## config.mk

```make
export PLATFORM = sky130hd
export DESIGN_NAME = cp0
export DESIGN_NICKNAME = d
export VERILOG_FILES = /design/src/rtl/cp0_pkg.sv /design/src/rtl/cp0.sv
export SDC_FILE = /design/constraint.sdc
export NUM_CORES = 1
export LEC_CHECK = 0
export CORE_MARGIN = 2
export CORE_UTILIZATION = 39
export CTS_CLUSTER_DIAMETER = 150
export DETAILED_ROUTE_END_ITERATION = 12
export PLACE_DENSITY = 0.78
export SLEW_MARGIN = 5
export SYNTH_ARGS = -nofsm -noshare
export SYNTH_HDL_FRONTEND = slang
export SYNTH_SLANG_ARGS = --single-unit
```

## constraint.sdc

```tcl
create_clock -name clk -period 1.85 [get_ports clk]
set_clock_uncertainty 0.05 [all_clocks]
set_input_delay 0.2775 -clock clk [delete_from_list [all_inputs] [get_ports clk]]
set_output_delay 0.2775 -clock clk [all_outputs]
set_load 0.1 [all_outputs]
```

## src/rtl/cp0_pkg.sv

```systemverilog
// Shared CP0 definitions: register numbers, exception codes, handler address and
// SR/Cause field packing used by the register read mux.
package cp0_defs;

  localparam logic [4:0] REG_SR    = 5'd12;
  localparam logic [4:0] REG_CAUSE = 5'd13;
  localparam logic [4:0] REG_EPC   = 5'd14;
  localparam logic [4:0] REG_PRID  = 5'd15;

  localparam logic [4:0] EXC_INT     = 5'd0;
  localparam logic [4:0] EXC_ADEL    = 5'd4;
  localparam logic [4:0] EXC_ADES    = 5'd5;
  localparam logic [4:0] EXC_SYSCALL = 5'd8;
  localparam logic [4:0] EXC_RI      = 5'd10;
  localparam logic [4:0] EXC_OV      = 5'd12;

  localparam logic [31:0] HANDLER_ADDR = 32'h0000_4180;

  // SR and Cause field positions
  localparam int SR_IE_BIT    = 0;
  localparam int SR_EXL_BIT   = 1;
  localparam int SR_IM_LSB    = 10;
  localparam int CAUSE_EXC_LSB = 2;
  localparam int CAUSE_IP_LSB  = 10;
  localparam int CAUSE_BD_BIT  = 31;

  function automatic logic [31:0] sr_word(input logic [5:0] im, input logic exl,
                                          input logic ie);
    return {16'b0, im, 8'b0, exl, ie};
  endfunction

  function automatic logic [31:0] cause_word(input logic bd, input logic [5:0] ip,
                                             input logic [4:0] exc_code);
    return {bd, 15'b0, ip, 3'b0, exc_code, 2'b00};
  endfunction

endpackage

```

## src/rtl/cp0.sv

```systemverilog
// M-stage coprocessor 0: SR/Cause/EPC/PRId, interrupt/exception arbitration, Req.
// DOut/Req are combinational from current state; all register updates land on the next edge.
module cp0
  import cp0_defs::*;
#(
  parameter logic [31:0] PRID_VAL = 32'h2023_0007,
  parameter logic [5:0]  IM_RESET = 6'b000000
) (
  input  logic        clk,
  input  logic        reset,
  input  logic [4:0]  A1,
  input  logic [4:0]  A2,
  input  logic [31:0] DIn,
  input  logic        WE,
  input  logic [31:0] PC,
  input  logic        BDIn,
  input  logic [4:0]  ExcCodeIn,
  input  logic [5:0]  HWInt,
  input  logic        EXLClr,
  output logic [31:0] DOut,
  output logic [31:0] EPCOut,
  output logic        Req
);

  logic [5:0]  im_q, im_d;
  logic        exl_q, exl_d;
  logic        ie_q, ie_d;
  logic        bd_q, bd_d;
  logic [5:0]  ip_q, ip_d;
  logic [4:0]  exc_code_q, exc_code_d;
  logic [31:0] epc_q, epc_d;

  logic        int_req;
  logic        exc_req;
  logic [31:0] trap_pc;

  // EXL masks both sources, so nothing nests while a handler runs
  assign int_req = ie_q & ~exl_q & (|(HWInt & im_q));
  assign exc_req = ~exl_q & (ExcCodeIn != 5'd0);
  assign Req     = int_req | exc_req;

  assign trap_pc = BDIn ? (PC - 32'd4) : PC;

  always_comb begin
    im_d       = im_q;
    exl_d      = exl_q;
    ie_d       = ie_q;
    bd_d       = bd_q;
    ip_d       = HWInt;
    exc_code_d = exc_code_q;
    epc_d      = epc_q;
    if (Req) begin
      // the faulting instruction is flushed, so its mtc0 never commits
      exl_d      = 1'b1;
      bd_d       = BDIn;
      exc_code_d = int_req ? EXC_INT : ExcCodeIn;
      epc_d      = {trap_pc[31:2], 2'b00};
    end else begin
      if (WE && A2 == REG_SR) begin
        im_d  = DIn[SR_IM_LSB +: 6];
        exl_d = DIn[SR_EXL_BIT];
        ie_d  = DIn[SR_IE_BIT];
      end
      if (WE && A2 == REG_EPC) begin
        epc_d = {DIn[31:2], 2'b00};
      end
      if (EXLClr) begin
        exl_d = 1'b0;
      end
    end
  end

  always_ff @(posedge clk) begin
    if (reset) begin
      im_q       <= IM_RESET;
      exl_q      <= 1'b0;
      ie_q       <= 1'b0;
      bd_q       <= 1'b0;
      ip_q       <= 6'd0;
      exc_code_q <= 5'd0;
      epc_q      <= 32'd0;
    end else begin
      im_q       <= im_d;
      exl_q      <= exl_d;
      ie_q       <= ie_d;
      bd_q       <= bd_d;
      ip_q       <= ip_d;
      exc_code_q <= exc_code_d;
      epc_q      <= epc_d;
    end
  end

  always_comb begin
    case (A1)
      REG_SR:    DOut = sr_word(im_q, exl_q, ie_q);
      REG_CAUSE: DOut = cause_word(bd_q, ip_q, exc_code_q);
      REG_EPC:   DOut = epc_q;
      REG_PRID:  DOut = PRID_VAL;
      default:   DOut = 32'd0;
    endcase
  end

  assign EPCOut = epc_q;

endmodule
```

==> impl_metrics.ini <==
[run_status]
status = finished with violations
violations = negative setup slack

[cells_and_area]
final_common_cell = buf_4
finalNetCount = 804
synthToLayoutAreaGrowth_pct = 119
drive_gt1_share_pct = 53.6
insertedDiodeCount = 0
layout_common_cells = buf_4, clkdlybuf4s50_1, buf_12

[yosys]
ys_seq_area_share_pct = 27.5
synthCells = 460
yosys.area.top_type = dfxtp_1
ys_top_cells_by_area = dfxtp_1, nor4_1, o31a_1
ys_ff_latch = 50
ys_types = 53
synth_top_area_share_pct = 27.5
synth_area_um2 = 3640
yosysWarningCount = 0
synth.avg_cell_area_um2 = 7.91

[cts]
numCtsBuffers = 5
clk_path_buf_depth = 2
hold_buffers = 0
clock_sinks = 50
cts_tree = yes
clk-insertion-delay-late_ns = 0.32
clk_pin_slew_ns = 0.10
root_buffer = clkbuf_8
cts_max_level = 2

[worst_setup_path]
crit_family = compound AO/OA/AOI/OAI gates
cp.buffers_inverters = 3
critPathKind = register to primary output
path_cells = a22o_1, o311a_4, nor2_4, inv_2, buf_12, buf_12
cp.required_ns = 1.52
startpoint = im_q[0]
rr_worst_depth = 8
crit_top_cell = buf_12
r2r-start = im_q[0]
cp_slowest_cell = o311a_4
cp.arrival_ns = 1.85
crit_path_end_kind = primary output
crit_fanout = 2
r2r_slack_ns = -0.27
critPathMaxStageDelay_ns = 0.42
worst_setup_path_start_kind = register
reg2reg_to = EPCOut[11]

[floorplan]
io-pin-count = 155
num_rows = 35
start_util_pct = 39.7
dieArea_um2 = 10100
die_y_um = 101
die_width_um = 101
core_area_um2 = 9150

[worst_hold_path]
holdPathStages = 2
min_from = HWInt[5]
hp-class = primary input to register
min_to = ip_q[5]

[detailed_routing]
avgViaCountPerCell = 7.00
first_pass_iters = 5
detail_route.wl_per_cell_um = 28.2
post-route-drc-count = 0
drt-initial-drc-count = 735
drt_wl_total_mm = 23.3
drtAntennaViolNets = 0
vias = 5774

[placement]
gp_congestion = 0.904
pre_cts_slack_ns = -0.538
dp_hpwl_mm = 11.6
io_buffers = 150

[pwr]
total_power_mw = 4.19
peakVddDrop_v = 0.000434
p_per_area_nw_per_um2 = 526
p_leak_nw = 3.03

[grt]
grt-ovfl-total = 0
grt_max_degree = 51
grt_pass1_wl_mm = 28.3
grt_pass1_vias = 5228
grtUsageTotal_pct = 35.6
antenna_found_initial = 0

[timing]
hold_viol_final = 0
fmax_ghz = 0.459
timing.hold.ws_ns = 0.216
setup_viol = 52
slew-limit-headroom_pct = 32.6
period_needed_ns = 2.18
maxSlewViolCount = 0
rsz0062_at_grt = true
layout_setup_ws_ns = -0.326
fin_crit_sh_pct = 118
worst_pin_slew_ns = 1.01

[run]
maxCapViolCount = 0
==> worst reg2reg max path: cells and delay by family (launching register included) <==
kind / cells / cell delay (ns)
DFF: 1 / 0.35
AOI/OAI and AO/OA: 3 / 0.91
and+or+nand+nor: 1 / 0.14
buffers and inverters: 4 / 0.58
==> through the flow <==
stage | setup TNS, ns | cell area, um2 | std cells | util [%]
global placement | -20.86 | 6560 | 785 | 71.7
floorplan | -2.45 | 3860 | 461 | -
CTS | -2.83 | 7360 | 805 | 80.4
detailed placement | -24.12 | 6560 | 785 | 71.7
global route | -8.48 | 7960 | 825 | 87.0
finish | -6.79 | 7960 | 825 | 87.0
==> registers in the layout, summed over array words and instances, names as in the netlist <==
register,count
im_q,6
exl_q,1
exc_code_q,5
EPCOut,30
bd_q,1
ip_q,6
ie_q,1
==> logic make-up after synthesis <==
logic type,count (synthesis),synth area share [%]
multiplexers,13,3.58
adder cells (fa/ha/maj),1,0.344
AND/OR/NAND/NOR,178,30.3
other,1,0.103
AO/OA/AOI/OAI,125,26.4
XOR/XNOR,13,3.13
buffers and inverters,79,8.63
flip-flops,50,27.5
==> synth_stat cells (all sizes together) <==
library cell   n
mux2i         13
nand4b         3
xnor2          3
nor2b          9
ha             1
or4           13
a21oi         17
a211oi        20
nor2          35
or3            7
a31oi          5
conb           1
nor4          49
or3b           5
nor3b          1
a22oi          5
nand4          7
inv           31
o21ai          3
nand2          8
o31a          25
nor4b          5
a2111oi        2
o41ai         13
a311oi         9
a21o           1
dfxtp         50
nor3           6
xor2          10
a22o           3
nand3          9
o31ai         12
o21a           2
o311a          1
nand2b         3
or4b           2
clkbuf        40
buf            8
and2          15
nand3b         1
o311ai         6
o21ba          1
==> report_power, final <==
| part | internal (mW) | switching [mW] |
|---|---|---|
| logic | 0.716 | 1.21 |
| clock network | 0.543 | 0.440 |
| registers | 1.17 | 0.114 |
==> metal layers <==
layer	vias up	share of wire (%)	track usage [%]
met3	189	11	7.00
met4	0	8.4	18.3
met5	-	0	0
met1	2687	35	42.7
met2	613	46	60.4
li1	2285	-	-
==> how the worst max path moves through the flow <==
stage	to	slack, ns	depth (start not counted)
after floorplan	DOut[19]	-0.13	4
after detailed placement	EPCOut[10]	-0.54	7
after global placement	EPCOut[27]	-0.50	5
final	Req	-0.33	6
after CTS	Req	-0.23	6
after global routing	Req	-0.34	6
==> timing repair <==
action | 4_1_cts | 5_1_grt
buffers inserted | 14 | 19
resized for setup | 133 | 96
cloned | 0 | 3
setup endpoints to repair | 72 | 58
pin swaps | 36 | 44
==> layout make-up <==
cell class,count,area (um2)
Multi-Input combinational cell,332,3360
Tap cell,111,139
Clock inverter,3,68.8
Sequential cell,50,1030
Inverter,31,116
Clock buffer,5,68.8
Timing Repair Buffer,293,3180
Fill cell,381,1190
(Power assumes the default switching activity.)
